File: src/rtl/clock_set_ctrl_pkg.sv
// Shared definitions for the clock time-setting controller: field widths,
// field limits, FSM state codes and wrap-by-compare increment helpers.
package clock_set_ctrl_pkg;

  localparam int unsigned HR_W    = 5;
  localparam int unsigned MS_W    = 6;
  localparam int unsigned STATE_W = 3;

  localparam logic [HR_W-1:0] HR_MAX = HR_W'(23);
  localparam logic [MS_W-1:0] MS_MAX = MS_W'(59);

  localparam logic [STATE_W-1:0] ST_RUN     = 3'd0;
  localparam logic [STATE_W-1:0] ST_SET_HR  = 3'd1;
  localparam logic [STATE_W-1:0] ST_SET_MIN = 3'd2;
  localparam logic [STATE_W-1:0] ST_SET_SEC = 3'd3;
  localparam logic [STATE_W-1:0] ST_APPLY   = 3'd4;

  // Next hour value, wrapping 23 -> 0.
  function automatic logic [HR_W-1:0] hr_wrap_inc(input logic [HR_W-1:0] v);
    return (v == HR_MAX) ? '0 : v + HR_W'(1);
  endfunction

  // Next minute/second value, wrapping 59 -> 0.
  function automatic logic [MS_W-1:0] ms_wrap_inc(input logic [MS_W-1:0] v);
    return (v == MS_MAX) ? '0 : v + MS_W'(1);
  endfunction

endpackage

File: src/rtl/clock_set_ctrl_btn_debounce.sv
// Push-button conditioner: 2-flop synchroniser, stable-level debounce and
// rising-edge detect producing a one-cycle press pulse.
module clock_set_ctrl_btn_debounce #(
  parameter int unsigned DEB_CYCLES = 20
) (
  input  logic clk,
  input  logic rst,
  input  logic btn,
  output logic press
);

  localparam int unsigned CNT_W = $clog2(DEB_CYCLES + 1);

  logic             sync1;
  logic             sync2;
  logic             level;
  logic             level_d;
  logic [CNT_W-1:0] cnt;

  // Bring the asynchronous button into the clock domain.
  always_ff @(posedge clk) begin
    if (!rst) begin
      sync1 <= 1'b0;
      sync2 <= 1'b0;
    end else begin
      sync1 <= btn;
      sync2 <= sync1;
    end
  end

  // Accept a new level only after DEB_CYCLES consecutive differing samples.
  always_ff @(posedge clk) begin
    if (!rst) begin
      level <= 1'b0;
      cnt   <= '0;
    end else if (sync2 == level) begin
      cnt <= '0;
    end else if (cnt == CNT_W'(DEB_CYCLES - 1)) begin
      level <= sync2;
      cnt   <= '0;
    end else begin
      cnt <= cnt + CNT_W'(1);
    end
  end

  // One-cycle pulse on the rising edge of the accepted level.
  always_ff @(posedge clk) begin
    if (!rst) begin
      level_d <= 1'b0;
      press   <= 1'b0;
    end else begin
      level_d <= level;
      press   <= level & ~level_d;
    end
  end

endmodule

File: src/rtl/clock_set_ctrl.sv
// Time-setting controller: steps hours -> minutes -> seconds with two
// buttons, freezes the counter chain while editing, blinks the edited field
// and issues a one-cycle load of the shadow time on exit.
module clock_set_ctrl
  import clock_set_ctrl_pkg::*;
#(
  parameter int unsigned DEB_CYCLES     = 20,
  parameter int unsigned BLINK_DIV      = 25000000,
  parameter int unsigned TIMEOUT_CYCLES = 250000000
) (
  input  logic               clk,
  input  logic               rst,
  input  logic               btn_mode,
  input  logic               btn_inc,
  input  logic [HR_W-1:0]    cur_hr,
  input  logic [MS_W-1:0]    cur_min,
  input  logic [MS_W-1:0]    cur_sec,
  output logic               run_en,
  output logic               load,
  output logic [HR_W-1:0]    load_hr,
  output logic [MS_W-1:0]    load_min,
  output logic [MS_W-1:0]    load_sec,
  output logic               blank_hr,
  output logic               blank_min,
  output logic               blank_sec,
  output logic [STATE_W-1:0] state_o
);

  localparam int unsigned BL_W = $clog2(BLINK_DIV + 1);
  localparam int unsigned TO_W = $clog2(TIMEOUT_CYCLES + 1);

  logic               mode_p;
  logic               inc_p;
  logic               in_set;

  logic [STATE_W-1:0] state_q;
  logic [STATE_W-1:0] state_d;
  logic [TO_W-1:0]    idle_q;
  logic [TO_W-1:0]    idle_d;
  logic [BL_W-1:0]    blink_q;
  logic [BL_W-1:0]    blink_d;
  logic               phase_q;
  logic               phase_d;
  logic [HR_W-1:0]    hr_d;
  logic [MS_W-1:0]    min_d;
  logic [MS_W-1:0]    sec_d;

  clock_set_ctrl_btn_debounce #(.DEB_CYCLES(DEB_CYCLES)) u_deb_mode (
    .clk   (clk),
    .rst   (rst),
    .btn   (btn_mode),
    .press (mode_p)
  );

  clock_set_ctrl_btn_debounce #(.DEB_CYCLES(DEB_CYCLES)) u_deb_inc (
    .clk   (clk),
    .rst   (rst),
    .btn   (btn_inc),
    .press (inc_p)
  );

  assign in_set  = (state_q == ST_SET_HR) || (state_q == ST_SET_MIN) ||
                   (state_q == ST_SET_SEC);
  assign state_o = state_q;

  // State, shadow-field, idle-timeout and blink next-value logic.
  always_comb begin
    state_d = state_q;
    idle_d  = idle_q;
    blink_d = blink_q;
    phase_d = phase_q;
    hr_d    = load_hr;
    min_d   = load_min;
    sec_d   = load_sec;

    case (state_q)
      ST_RUN: begin
        if (mode_p) begin
          hr_d    = cur_hr;
          min_d   = cur_min;
          sec_d   = cur_sec;
          state_d = ST_SET_HR;
        end
      end
      ST_SET_HR: begin
        if (mode_p)     state_d = ST_SET_MIN;
        else if (inc_p) hr_d    = hr_wrap_inc(load_hr);
      end
      ST_SET_MIN: begin
        if (mode_p)     state_d = ST_SET_SEC;
        else if (inc_p) min_d   = ms_wrap_inc(load_min);
      end
      ST_SET_SEC: begin
        if (mode_p)     state_d = ST_APPLY;
        else if (inc_p) sec_d   = ms_wrap_inc(load_sec);
      end
      ST_APPLY: state_d = ST_RUN;
      default:  state_d = ST_RUN;
    endcase

    if (in_set) begin
      // Any press restarts the idle window; expiry abandons the edit.
      if (mode_p || inc_p) begin
        idle_d = '0;
      end else if (idle_q == TO_W'(TIMEOUT_CYCLES - 1)) begin
        idle_d  = '0;
        state_d = ST_RUN;
      end else begin
        idle_d = idle_q + TO_W'(1);
      end

      // An accepted increment restarts the blink so the new value shows.
      if (inc_p && !mode_p) begin
        blink_d = '0;
        phase_d = 1'b0;
      end else if (blink_q == BL_W'(BLINK_DIV - 1)) begin
        blink_d = '0;
        phase_d = ~phase_q;
      end else begin
        blink_d = blink_q + BL_W'(1);
      end
    end else begin
      idle_d  = '0;
      blink_d = '0;
      phase_d = 1'b0;
    end
  end

  // FSM state, counters and shadow registers.
  always_ff @(posedge clk) begin
    if (!rst) begin
      state_q  <= ST_RUN;
      idle_q   <= '0;
      blink_q  <= '0;
      phase_q  <= 1'b0;
      load_hr  <= '0;
      load_min <= '0;
      load_sec <= '0;
    end else begin
      state_q  <= state_d;
      idle_q   <= idle_d;
      blink_q  <= blink_d;
      phase_q  <= phase_d;
      load_hr  <= hr_d;
      load_min <= min_d;
      load_sec <= sec_d;
    end
  end

  // Registered control outputs, aligned with the state they describe.
  always_ff @(posedge clk) begin
    if (!rst) begin
      run_en    <= 1'b1;
      load      <= 1'b0;
      blank_hr  <= 1'b0;
      blank_min <= 1'b0;
      blank_sec <= 1'b0;
    end else begin
      run_en    <= (state_d == ST_RUN);
      load      <= (state_d == ST_APPLY);
      blank_hr  <= (state_d == ST_SET_HR)  & phase_d;
      blank_min <= (state_d == ST_SET_MIN) & phase_d;
      blank_sec <= (state_d == ST_SET_SEC) & phase_d;
    end
  end

endmodule
File: config.mk
export PLATFORM = sky130hd
export DESIGN_NAME = clock_set_ctrl
export DESIGN_NICKNAME = d
export VERILOG_FILES = /design/src/rtl/clock_set_ctrl_pkg.sv /design/src/rtl/clock_set_ctrl_btn_debounce.sv /design/src/rtl/clock_set_ctrl.sv
export SDC_FILE = /design/constraint.sdc
export NUM_CORES = 1
export LEC_CHECK = 0
export CAP_MARGIN = 0
export CORE_MARGIN = 2
export CORE_UTILIZATION = 50
export DETAILED_ROUTE_END_ITERATION = 6
export HOLD_SLACK_MARGIN = 0.06
export MAX_ROUTING_LAYER = met4
export PLACE_DENSITY = 0.77
export RECOVER_POWER = 25
export SETUP_SLACK_MARGIN = 0.1
export SYNTH_ARGS = -nofsm -noshare
export SYNTH_HDL_FRONTEND = slang
export SYNTH_HIERARCHICAL = 1
export SYNTH_SLANG_ARGS = --single-unit
File: constraint.sdc
create_clock -name clk -period 4.4 [get_ports clk]
set_input_delay 0.44 -clock clk [delete_from_list [all_inputs] [get_ports clk]]
set_output_delay 0.44 -clock clk [all_outputs]
set_load 0.01 [all_outputs]
# [Yosys cells after proc, flatten, opt, wreduce, memory -nomap -nowiden]
# Index checks and enable logic that the tools add are counted.
[word_totals] register_bits=99 latchBits=0 ram_bits=0 rom_bits=0 in_bits=21 out_inout_bits=25 word_cells=111 n_memories=0
[op_classes] addsub=7 multipliers=0 div=0 magnitude_cmp=0 n_eq_ne=23 shifts=0 muxes=26 bitwise=12 n_reduce_logical=19
[ops] operator="2-to-1 mux 6 bit" count=8
[ops] operator="adder 28 x 1 -> 28 bit (second input constant)" count=1
[ops] operator="== test 28 bit (second input constant)" count=1
[ops] operator="adder 25 x 1 -> 25 bit (second input constant)" count=1
[ops] operator="== test 25 bit (second input constant)" count=1
[ops] operator="one-hot mux 6 bit (2 select lines)" count=2
[ops] operator="2-to-1 mux 3 bit" count=7
[ops] operator="2-to-1 mux 5 bit" count=4
[ops] operator="adder 5 x 1 -> 5 bit (second input constant)" count=3
[ops] operator="== test 5 bit (second input constant)" count=3
[ops] operator="adder 6 x 1 -> 6 bit (second input constant)" count=2
[ops] operator="== test 3 x 2 -> 1 bit (second input constant)" count=4
[ops] operator="== test 6 bit (second input constant)" count=2
[ops] operator="one-hot mux 3 bit (4 select lines)" count=1
[ops] operator="AND reduction 4 bit" count=3
[ops] operator="one-hot mux 5 bit (2 select lines)" count=1
[ops] operator="inequality test 2 x 1 -> 1 bit (second input constant)" count=4
[ops] operator="OR reduction 4 bit" count=2
[ops] operator="inverter 1 bit" count=7
[ops] operator="== test 3 x 1 -> 1 bit (second input constant)" count=2
[ops] operator="logical NOT 3 bit" count=2
[ops] operator="inequality test 2 bit (second input constant)" count=3
[ops] operator="nonzero test 2 bit" count=3
[ops] operator="OR reduction 3 bit" count=2
[ops] operator="8 further kinds" count=18

# [Longest topological paths before layout]
[logic_depth] ltp_word=7 ltp_mapped=8 depth_no_buf=6

# [Cells and area by module]
# Netlist, hierarchy kept.
[modules_own_cells] module="clock_set_ctrl" instances=1 cells_each=454 area_per_inst_um2=3834.9 seq_area_each_um2=1581.5
[modules_own_cells] module="clock_set_ctrl_btn_debounce" instances=2 cells_each=35 area_per_inst_um2=377.9 seq_area_each_um2=200.2

# [Least setup slack after synthesis]
# OpenSTA, ideal clock, no wires.
[synth_timing] path_type="register to register" start="register idle_q[0]" end="register idle_q[10]" t_arrival_ns=1.642 setup_slack_ns=2.643 path_stages_with_launch=6 path_buffers=1 cell_sequence="dfxtp_1 ha_1 nand3_1 o41ai_4 buf_6 nor2_1"
[synth_between] elab_chain_len=2 word_cells_on_any_way=3 classes_between="add/sub: 1; eq/ne: 1; reduce/logical: 1"
[synth_rtl] item="start, declared" line="clock_set_ctrl.sv:38" text="logic [TO_W-1:0] idle_q;"
[synth_rtl] item="start signal, assigned" line="clock_set_ctrl.sv:141" text="idle_q <= idle_d;"
[synth_rtl] item="parallel branches: the longest is 2 deep, another holds adder 28 x 1 -> 28 bit"
# Several ways; the timed one is not identified.
# A chain may end at the register's enable or synchronous reset.

# [Final worst setup path]
[layout_timing] start="input rst" end="register blink_q[14]"
[layout_between] elab_chain_len=2
[layout_rtl] item="start, declared" line="clock_set_ctrl.sv:12" text="input logic rst,"
[layout_rtl] item="inverter 1 bit (no line)"
[layout_rtl] item="OR reduction 4 bit (no line)"
[layout_rtl] item="end signal, assigned" line="clock_set_ctrl.sv:142" text="blink_q <= blink_d;"
[layout_rtl] item="end, declared" line="clock_set_ctrl.sv:40" text="logic [BL_W-1:0] blink_q;"
# No other way between the ends.

==> flow_summary.json <==
{
  "status": "completed",
  "finalHoldViolCount": 0,
  "nets": 596,
  "synth_area_leader_cell": "dfxtp_1",
  "rsz0062_at_grt": "false",
  "drc_errors": 0,
  "hp-class": "reg -> reg",
  "grt.met2_usage": 0.3248,
  "track_usage": 0.1896,
  "dieArea_um2": 9964,
  "final_cell_mix": "dfxtp_1 (99), nor2_1 (92), clkdlybuf4s50_1 (36), xor2_1 (35), nand2_1 (34)",
  "use_met1": 0.2244,
  "dr.first_iter.drc_count": 190,
  "power_density_nw_per_um2": 277.4,
  "path_cells": "dlygate4sd3_1, clkbuf_1, nand2b_1, or3_1, or2_1, nor2_1",
  "grt_max_degree": 29,
  "maxCapViolations": 0,
  "crit_path_start_kind": "primary input",
  "cp-end-kind": "register",
  "die_w_um": 99.82,
  "async_flop_share": 0,
  "viasPerCell": 5.510,
  "worst_hold_slack_ns": 0.3904,
  "place_inst": 665,
  "ys_seq_area_frac": 0.4317,
  "grtUsageMet3": 0.03830,
  "grt_pass1_vias": 3490,
  "yosysUniqueCellTypes": 54,
  "dr.pass1.iters": 4,
  "post-route-min-period_ns": 2.780,
  "slew_headroom": 0.2863,
  "cts_max_level": 3,
  "synth.avg_cell_area_um2": 8.761,
  "clockBufferDepth": 2,
  "vias": 3752,
  "synth_edf_count": 0,
  "grt_pass1_wl_mm": 15.31,
  "grt-ovfl-total": 0,
  "coreArea_um2": 8806,
  "cts_hold_buf": 0,
  "ys_ff_latch": 99,
  "p_leak_nw": 1.827,
  "setup_viol": 0,
  "netlist_top_cells_area": "dfxtp_1 (43%), nor2_1 (7.5%), xor2_1 (6.7%)",
  "fmax_mhz": 359.7,
  "clock-sinks": 99,
  "ios": 46,
  "reg2reg_setup_slack_ns": 2.02,
  "cts-resized-gates": 0,
  "worst_pin_slew_ns": 1.061,
  "routed_wl_mm": 8.987,
  "hpwlAfterDp_mm": 6.366,
  "yosys_most_used_dff": "dfxtp_1",
  "netlist_instances": 524,
  "io_buffers": 45,
  "post_drt_wl_per_cell_um": 13.20,
  "peakVddDrop_uv": 169.8,
  "fin_skew_ns": 0.009102,
  "diodes": 0,
  "critical_path_class": "in -> reg",
  "tritoncts": "done",
  "row_count": 34,
  "drive_gt1_frac": 0.04712,
  "synth.top_cell.area_share": 0.4317,
  "slew_violations": 0,
  "setup_tns_ns": 0,
  "yosysWarningCount": 6,
  "final_common_cell": "dfxtp_1",
  "synthToLayoutAreaGrowth_pct": 14.47,
  "syn_nets": 552,
  "cp_max_fo": 25,
  "worstPathArrival_ns": 3.06,
  "slowest_delay_ns": 0.62,
  "clock_latency_ns": 0.36,
  "grt_antenna_before_repair": 0,
  "root_buffer": "clkbuf_8",
  "cts_buffers": 9,
  "period_share": 0.6318,
  "critPathSlowestCell": "clkbuf_1",
  "crit_required_ns": 4.68,
  "path_clk_slew_ns": 0.09,
  "post_cts_buffers": 0,
  "die_h_um": 99.82,
  "gp_congestion": 0.8627,
  "grt_busiest_layer": "met2",
  "initial_utilization": 0.5213,
  "netlist_area_um2": 4591,
  "final_cells": 681,
  "ant_nets": 0
}
## cells in the mapped netlist, types with 12 or more instances
cell	n
dfxtp_1	99
nor2_1	92
xor2_1	35
nand2_1	34
nand3_1	29
a21oi_1	22
xnor2_1	22
o21ai_0	19
nor3_1	15
nand4_1	14
and3_1	12
## registers in the layout, summed over array words and instances, names as in the netlist, 3 cells and up
| name | count |
|---|---|
| load_hr | 5 |
| load_sec | 6 |
| u_deb_mode/cnt | 5 |
| state_o | 3 |
| blink_q | 25 |
| u_deb_inc/cnt | 5 |
| load_min | 6 |
| idle_q | 28 |
## worst max-delay path, delay by kind of cell
family,cells,cell delay [ns]
buffers and inverters,2,1.14
and+or+nand+nor,4,1.47
## worst paths after layout
check / from / cells after the start / end
min: u_deb_inc/level_d / 1 / u_deb_inc/press
min reg2reg: u_deb_inc/level_d / 1 / u_deb_inc/press
max: rst / 6 / blink_q[14]
max reg2reg: blink_q[8] / 5 / blink_q[14]
## through the flow
stage          setup slack (ns)  area [um2]    util  power [mW]
2_1_floorplan             2.643        4591       -      0.9298
3_3_place_gp              1.861        5105  0.5797      0.9521
3_5_place_dp              1.781        5105  0.5797      0.9528
4_1_cts                   2.002        5284  0.6000       1.477
5_1_grt                   1.333        5255  0.5968       1.512
6_report                  1.620        5255  0.5968       1.458
## per-layer routing
layer / vias to the layer above / wire [um]
li1: 1901 / -
met5: - / 0
met4: 0 / 148
met2: 48 / 4434
met3: 13 / 245
met1: 1790 / 4158
## logic make-up (layout without fill, tap and decap cells)
family / Yosys count / count (layout) / synth area share
multiplexers: 3 / 3 / 0.006542
buffers and inverters: 26 / 75 / 0.02862
AO/OA/AOI/OAI: 64 / 64 / 0.08913
flip-flops: 99 / 99 / 0.4317
XOR/XNOR: 57 / 57 / 0.1087
adder cells (fa/ha/maj): 7 / 7 / 0.01908
AND/OR/NAND/NOR: 268 / 268 / 0.3162
## layout make-up
class	instances	area (um2)
Fill cell	766	3551
Multi-Input combinational cell	399	2452
Sequential cell	99	1982
Timing Repair Buffer	47	461.7
Clock buffer	10	137.6
Tap cell	108	135.1
Inverter	12	45.04
Clock inverter	6	41.29
## power by group
group / leakage, nW / switching (mW) / internal, mW
Combinational: 0.933 / 0.0113 / 0.0202
Clock: 0.0960 / 0.307 / 0.221
Sequential: 0.798 / 0.00103 / 0.897
No activity file was read; power rests on OpenSTA's default activity.
